`config.mk`:
```
export PLATFORM = sky130hd
export DESIGN_NAME = des_dec_key_sched_flat
export DESIGN_NICKNAME = d
export VERILOG_FILES = /design/src/rtl/des_dec_key_sched_if.sv /design/src/rtl/des_dec_key_sched.sv /design/src/flat_wrapper.sv
export SDC_FILE = /design/constraint.sdc
export NUM_CORES = 1
export LEC_CHECK = 0
export ABC_AREA = 1
export CORE_ASPECT_RATIO = 0.6
export CORE_MARGIN = 2
export CORE_UTILIZATION = 44
export CTS_CLUSTER_DIAMETER = 50
export DETAILED_ROUTE_END_ITERATION = 7
export GPL_TIMING_DRIVEN = 0
export PLACE_DENSITY = 0.86
export SLEW_MARGIN = 20
export SYNTH_ARGS = -nofsm -noshare
export SYNTH_HDL_FRONTEND = slang
export SYNTH_SLANG_ARGS = --single-unit
```
`constraint.sdc`:
```
create_clock -name clk -period 1.9 [get_ports clk]
set_clock_uncertainty 0.05 [all_clocks]
set_input_delay 0.19 -clock clk [delete_from_list [all_inputs] [get_ports clk]]
set_output_delay 0.19 -clock clk [all_outputs]
set_load 0.02 [all_outputs]
```
`src/rtl/des_dec_key_sched_if.sv`:
```
// des_dec_key_sched_if
// Handshake bundle between the key register, the decryption key schedule and
// the DES round datapath.
//   key_valid/key_in/key_ready          : key load handshake (key_in bit 0 = DES bit 1)
//   subkey_valid/subkey_ready/subkey     : round key stream (subkey bit 0 = PC-2 bit 1)
//   round_idx                            : r-1 of the presented subkey, 15 down to 0
//   subkey_last                          : K1 is being presented
//   done                                 : one-cycle pulse after K1 is accepted
// slave  : view used by the key schedule itself
// master : view used by whoever drives keys and consumes subkeys
interface des_dec_key_sched_if;
  logic        key_valid;
  logic [0:63] key_in;
  logic        key_ready;
  logic        subkey_valid;
  logic        subkey_ready;
  logic [0:47] subkey;
  logic [0:3]  round_idx;
  logic        subkey_last;
  logic        done;

  modport slave (
    input  key_valid, key_in, subkey_ready,
    output key_ready, subkey_valid, subkey, round_idx, subkey_last, done
  );

  modport master (
    output key_valid, key_in, subkey_ready,
    input  key_ready, subkey_valid, subkey, round_idx, subkey_last, done
  );
endinterface

```
`src/rtl/des_dec_key_sched.sv`:
```
// des_dec_key_sched
// Iterative DES decryption key schedule. Loads one 64-bit key and streams
// K16..K1, one subkey per accepted handshake, using right rotations of C/D.
// Ports:
//   clk  : rising-edge clock
//   rst  : asynchronous active-high reset
//   bus  : des_dec_key_sched_if.slave (key load + subkey stream handshakes)
//
// state | meaning
// IDLE  | waiting for a key, key_ready high
// EMIT  | presenting PC-2(C,D) for round r, rotating on each accept
module des_dec_key_sched (
  input  logic                 clk,
  input  logic                 rst,
  des_dec_key_sched_if.slave   bus
);

  typedef enum logic {IDLE, EMIT} state_t;

  // FIPS 46-3 tables, 1-based bit numbers into key_in and {C,D}.
  localparam int PC1 [56] = '{
    57, 49, 41, 33, 25, 17,  9,  1, 58, 50, 42, 34, 26, 18,
    10,  2, 59, 51, 43, 35, 27, 19, 11,  3, 60, 52, 44, 36,
    63, 55, 47, 39, 31, 23, 15,  7, 62, 54, 46, 38, 30, 22,
    14,  6, 61, 53, 45, 37, 29, 21, 13,  5, 28, 20, 12,  4
  };

  localparam int PC2 [48] = '{
    14, 17, 11, 24,  1,  5,  3, 28, 15,  6, 21, 10,
    23, 19, 12,  4, 26,  8, 16,  7, 27, 20, 13,  2,
    41, 52, 31, 37, 47, 55, 30, 40, 51, 45, 33, 48,
    44, 49, 39, 56, 34, 53, 46, 42, 50, 36, 29, 32
  };

  state_t      state_q;
  logic [0:27] c_q, d_q;
  logic [4:0]  r_q;
  logic        done_q;

  logic [0:55] pc1_out;
  logic [0:55] cd;
  logic [0:47] pc2_out;
  logic        two_shift;

  // Bit 0 of every vector is DES bit 1, so a table entry n selects index n-1.
  always_comb begin
    pc1_out = '0;
    for (int i = 0; i < 56; i++) pc1_out[i] = bus.key_in[PC1[i] - 1];
  end

  assign cd = {c_q, d_q};

  always_comb begin
    pc2_out = '0;
    for (int i = 0; i < 48; i++) pc2_out[i] = cd[PC2[i] - 1];
  end

  // Shift that took round r-1 to round r in the forward schedule; undoing it
  // steps from K_r back to K_(r-1).
  assign two_shift = !((r_q == 5'd1) || (r_q == 5'd2) ||
                       (r_q == 5'd9) || (r_q == 5'd16));

  function automatic logic [0:27] rotr(input logic [0:27] v, input logic two);
    return two ? {v[26:27], v[0:25]} : {v[27], v[0:26]};
  endfunction

  always_ff @(posedge clk or posedge rst) begin
    if (rst) begin
      state_q <= IDLE;
      c_q     <= '0;
      d_q     <= '0;
      r_q     <= 5'd16;
      done_q  <= 1'b0;
    end else begin
      done_q <= 1'b0;
      case (state_q)
        IDLE: begin
          if (bus.key_valid) begin
            c_q     <= pc1_out[0:27];
            d_q     <= pc1_out[28:55];
            r_q     <= 5'd16;
            state_q <= EMIT;
          end
        end
        EMIT: begin
          if (bus.subkey_ready) begin
            if (r_q == 5'd1) begin
              // C/D are left as C1/D1; only the counter is rearmed.
              state_q <= IDLE;
              r_q     <= 5'd16;
              done_q  <= 1'b1;
            end else begin
              c_q <= rotr(c_q, two_shift);
              d_q <= rotr(d_q, two_shift);
              r_q <= r_q - 5'd1;
            end
          end
        end
        default: state_q <= IDLE;
      endcase
    end
  end

  assign bus.key_ready    = (state_q == IDLE);
  assign bus.subkey_valid = (state_q == EMIT);
  assign bus.subkey       = pc2_out;
  assign bus.round_idx    = 4'(r_q - 5'd1);
  assign bus.subkey_last  = (state_q == EMIT) && (r_q == 5'd1);
  assign bus.done         = done_q;

endmodule

```
`src/flat_wrapper.sv`:
```
// flat-port wrapper written by rule: the top's interface ports become plain ports
module des_dec_key_sched_flat 
  (clk, rst, bus_key_valid, bus_key_in, bus_subkey_ready, bus_key_ready, bus_subkey_valid, bus_subkey, bus_round_idx, bus_subkey_last, bus_done);
  des_dec_key_sched_if bus_i ();
  input  logic clk;
  input  logic rst;
  input wire logic [$bits(bus_i.key_valid)-1:0] bus_key_valid;
  input wire logic [$bits(bus_i.key_in)-1:0] bus_key_in;
  input wire logic [$bits(bus_i.subkey_ready)-1:0] bus_subkey_ready;
  output wire logic [$bits(bus_i.key_ready)-1:0] bus_key_ready;
  output wire logic [$bits(bus_i.subkey_valid)-1:0] bus_subkey_valid;
  output wire logic [$bits(bus_i.subkey)-1:0] bus_subkey;
  output wire logic [$bits(bus_i.round_idx)-1:0] bus_round_idx;
  output wire logic [$bits(bus_i.subkey_last)-1:0] bus_subkey_last;
  output wire logic [$bits(bus_i.done)-1:0] bus_done;
  assign bus_i.key_valid = bus_key_valid;
  assign bus_i.key_in = bus_key_in;
  assign bus_i.subkey_ready = bus_subkey_ready;
  assign bus_key_ready = bus_i.key_ready;
  assign bus_subkey_valid = bus_i.subkey_valid;
  assign bus_subkey = bus_i.subkey;
  assign bus_round_idx = bus_i.round_idx;
  assign bus_subkey_last = bus_i.subkey_last;
  assign bus_done = bus_i.done;
  des_dec_key_sched u_core (.clk(clk), .rst(rst), .bus(bus_i));
endmodule
```
==> results of run 1 <==
final cells by class:
class | instances | area, um^2
repair buffers | 120 | 1190
plain buffers | 90 | 676
flip-flops and latches | 63 | 1580
clock inverters | 4 | 22.5
fillers | 795 | 3270
clock buffers | 11 | 243
multi-input cells | 371 | 1840
inverters | 73 | 277
well taps | 130 | 163
worst paths after layout:
path / startpoint / end / slack [ns]
worst min-delay path: rst / u_core.c_q[11] / 0.14
worst min register to register: u_core.c_q[21] / u_core.c_q[21] / 0.48
min in group clk: bus_subkey_ready / u_core.bus.done / 0.44
worst max register to register: u_core.bus.subkey_valid / u_core.c_q[20] / 0.04
max in group asynchronous: rst / u_core.r_q[4] / 1.07
worst max-delay path: u_core.bus.subkey_valid / u_core.c_q[20] / 0.04
power breakdown:
part	internal, uW	switching (uW)
logic	2050	2350
registers	1720	339
clock network	903	585
what timing repair did:
action | in CTS | in global routing
endpoints found under the setup margin | 45 | 50
setup buffers | 0 | 4
pin swaps | 1 | 16
resized for setup | 12 | 45
synth_stat cells (all sizes together):
| library cell | number | share of area (%) |
|---|---|---|
| buf | 78 | 14 |
| xor2 | 1 | 0.21 |
| inv | 72 | 6.4 |
| clkbuf | 12 | 1.1 |
| dfstp | 1 | 0.62 |
| nand3 | 116 | 14 |
| o22ai | 3 | 0.44 |
| clkinv | 1 | 0.089 |
| ha | 3 | 0.89 |
| o21ai | 4 | 0.47 |
| nor2 | 62 | 5.7 |
| nand2 | 69 | 6.6 |
| xnor2 | 1 | 0.21 |
| a21oi | 112 | 13 |
| dfrtp | 62 | 37 |
critical path, stage by stage (launching register included):
cell,delay (ns)
dfrtp_1,0.45
inv_1,0.18
clkbuf_2,0.29
clkbuf_1,0.47
a21oi_1,0.15
a21oi_1,0.18
registers in the layout, indices dropped and copies added (netlist names):
signal,count
u_core.bus.subkey_valid,1
u_core.c_q,28
u_core.bus.done,1
u_core.d_q,28
u_core.r_q,5
per-stage QoR:
step	power, uW	utilization, %	hold slack [ns]	std cells
after floorplan	4850	-	0.267	597
after global placement	6080	59.8	0.460	842
after detailed placement	6220	60.0	0.467	843
after CTS	7720	63.0	0.153	858
after global routing	8450	64.7	0.173	862
final	7950	64.7	0.144	862
per-layer routing:
metal  vias to the layer above  wire length (um)  track usage [%]
li1                       2148                 -                -
met3                        16              1040             5.76
met4                         2               121             6.38
met5                         -                13                0
met2                       203              5660             37.7
met1                      2096              5660             33.2
logic make-up (layout without fill, tap and decap cells):
| logic type | after synthesis | after routing | synth area share, % |
|---|---|---|---|
| compound gates | 119 | 119 | 14.2 |
| xor+xnor | 2 | 2 | 0.415 |
| fa+ha+maj | 3 | 3 | 0.890 |
| buf+inv | 163 | 298 | 21.1 |
| flops | 63 | 63 | 37.4 |
| simple gates | 247 | 247 | 26.0 |
==> out/metrics.csv, run 1 <==
metric,value,unit
status,"finished, final reports clean",
totalWireLength,12500,um
worst-setup-path-type,reg -> reg,
cp.arrival,2.07,ns
antenna_cells,0,
layout_common_cells,"114 x nand3_1, 110 x clkdlybuf4s50_1, 102 x a21oi_1, 66 x inv_1, 64 x nand2_1",
start_kind,flip-flop,
synth_area,4220,um^2
synth_warnings,0,
grt_max_degree,39,
dpl_cell_area,5560,um^2
numPortBuffers,115,
dieArea,10400,um^2
ys_ff_latch,63,
area_growth,41.9,%
p_leak,0.00300,uW
setup_slack,0.0389,ns
finalInstanceArea,5990,um^2
insertion_delay,0.33,ns
grt_pass1_wl,19600,um
maxSlewViolCount,0,
fmax,0.537,GHz
hold_class,in -> async,
grt_use_total,24.0,%
synth-seq-area-share,37.4,%
synthCells,597,
drive_gt1_share,18.0,%
grt_pass1_vias,4069,
final_common_cell,nand3_1,
ant_nets,0,
reg2reg_depth,5,
drv_cap,0,
dp_slack,-0.0450,ns
avgViaCountPerCell,5.18,
antenna_found_initial,1,
tns,0,ns
htreeDepth,3,
start_util,45.6,%
gp_congestion,0.858,
nets,799,
crit_path_max_fanout,10,
numCtsBuffers,9,
cts_sinks,63,
std_cell_rows,27,
grt_overflow,0,
period_share,98.0,%
path_clk_slew,0.05,ns
vias,4465,
setup_viol,0,
hold_viol,0,
min_period,1.86,ns
cts_buffer_depth,2,
route.detailed.drc,0,
ir_drop,0.000563,V
worstMarginPinSlew,0.554,ns
dpl.hpwl,8860,um
first_pass_iters,5,
cp.required,2.10,ns
synthesis.nets,668,
drt_iter0_drc,511,
p_per_area,1330,nW/um^2
end_kind,flip-flop,
cts_tree,built,
avgSynthCellArea,7.07,um^2
root_buffer,clkbuf_16,
timing.slew.headroom,63.1,%
die_h,79.9,um
wl_per_cell,14.5,um
core,9260,um^2
die_x,130,um
synth_cell_types,22,
io_pins,124,
postCtsHoldBufs,0,
Note: power is estimated with default switching activity, not from simulation.
==> run 2: changes to the inputs <==
Settings changed: GPL_ROUTABILITY_DRIVEN set to 0.
==> results of run 2 <==
No change in the layout: final DEF, timing and power equal those of run 1.
==> patch: new RTL, settings of run 1 <==
Make the reset (`rst`) synchronous in one clocked block. Comments in the files are not updated.
--- a/src/rtl/des_dec_key_sched.sv
+++ b/src/rtl/des_dec_key_sched.sv
@@ -66,3 +66,3 @@
 
-  always_ff @(posedge clk or posedge rst) begin
+  always_ff @(posedge clk) begin
     if (rst) begin
Check against the original RTL: differs if rst is asserted again (counterexample within 4 cycles, from zero or initial values and one cycle with rst high); with rst held inactive, the same outputs for 4 cycles.
==> patch against run 1 <==
Sequential cell count is the same; die area down 0.79%; routed wire length rose by 5.8%; highest routed layer is now met4; cell area decreased by 3.4%; worst hold slack improved by 300 ps; global-route usage up 1.7 points; setup slack better by 67 ps; count of clock-buffer cells in the layout did not move; area after synthesis down 0.83%.
Power is not compared: it rests on default switching activity, and its combinational part moved more than twofold at a synthesized area within 25%.
==> patch: results (changes against run 1) <==
Outcome
  • Status: complete, no violations

Drt
  • Initial DRC count: 829 (+62%)
  • WL final: 13,200 um (+5.8%)
  • Initial DRT Pass Iterations: 8 (+3)
  • Via count: 4,793 (+7.3%)

Hold path
  • Hold WC Path Type: reg2reg

Logic synthesis
  • Post-synthesis cell type count: 23 (+4.5%)
  • Post-synth net total: 685 (+2.5%)
  • Syn Inst Count: 613 (+2.7%)
  • Synth area leaders: dfxtp_1 30%, nand3_1 14%, a22oi_1 10%, buf_4 9.3%, a21oi_1 7.3%
  • Synth top cells by count: 116 x nand3_1, 72 x nand2_1, 67 x inv_1, 63 x dfxtp_1, 61 x a21oi_1
  • Post-synthesis compound-gate area fraction: 24.6% (+10 points)
  • Xor and xnor area share after synthesis: 0.419% (+0.0035 points)
  • Ys async rst share: 0% (-100 points)
  • Area share of fa/ha/maj cells after synthesis: 1.20% (+0.31 points)

GRT
  • Aggregate global-route resource usage: 25.7% (+1.7 points)
  • Vias in the first global route: 4,379 (+7.6%)
  • Initial antenna violation count: 0 (-1)
  • Largest net degree at the start of global routing: 11 (-72%)
  • First-pass GRT wire length: 21,200 um (+8.1%)

Cells and area
  • Final nets: 811 (+1.5%)
  • Finished Layout Cells: 874 (+1.4%)

Worst setup path
  • Worst setup path startpoint: u_core.r_q[1]
  • Max stage delay cell, worst path: dfxtp_2
  • Crit path DAT: 1970 ps (-100 ps)
  • Reg2Reg Depth: 11 (+6)
  • Worst path max stage delay: 330 ps (-140 ps)

Timing
  • Tightest Pin Transition: 498 ps (-55.7 ps)
  • Final min period: 1790 ps (-66.7 ps)

Placement
  • Pre-CTS setup slack: -210 ps (-165 ps)
  • Placed inst area: 5500 sq um (-1.0%)
  • Post-placement cell count: 858 (+1.8%)
  • GP Congestion: 0.870 (+1.4%)
patch: cell type report:
class                   count  area (sq um)
fillers                   812          3440
multi-input cells         378          2010
flip-flops and latches     63          1260
repair buffers            116          1150
plain buffers             102           688
inverters                  69           259
clock buffers              11           233
well taps                 130           163
clock inverters             5          25.0
patch: power by group:
| group | leakage (uW) | total [uW] | switching (uW) | internal, uW |
|---|---|---|---|---|
| Combinational | 0.00195 | 1840 | 1000 | 838 |
| Sequential | 0.000523 | 1570 | 110 | 1460 |
| Clock | 0.000133 | 1470 | 604 | 870 |
patch: how the worst min path moves through the flow:
stage               endpoint  slack [ps]           from  cells after the start
2_1_floorplan  u_core.r_q[1]         210            rst                      1
3_3_place_gp   u_core.r_q[1]         420  u_core.r_q[1]                      2
3_5_place_dp   u_core.r_q[1]         440  u_core.r_q[1]                      2
4_1_cts        u_core.r_q[1]         450  u_core.r_q[1]                      2
5_1_grt        u_core.r_q[1]         480  u_core.r_q[1]                      2
6_report       u_core.r_q[1]         440  u_core.r_q[1]                      2
patch: what timing repair did:
| item | CTS | global route |
|---|---|---|
| gates resized for setup | 11 | 42 |
| gates cloned | 0 | 0 |
| setup endpoints to repair | 5 | 52 |
| pin swaps | 0 | 1 |
| buffers inserted | 0 | 1 |
patch: tightest hold or removal path, delay by kind of cell, from the launching register on:
kind	cells	cell delay [ps]
and+or+nand+nor	1	60
DFF	1	330
AOI/OAI and AO/OA	1	60
patch: layer usage:
metal  GRT usage, %  vias up  wire length, um  part of all wire (%)
met2           37.8      286             5750                    44
met3           5.90       27             1220                   9.2
li1               -     2285                -                     -
met4           7.96        0              180                   1.4
met5              0        -                0                     0
met1           37.2     2195             6060                    46
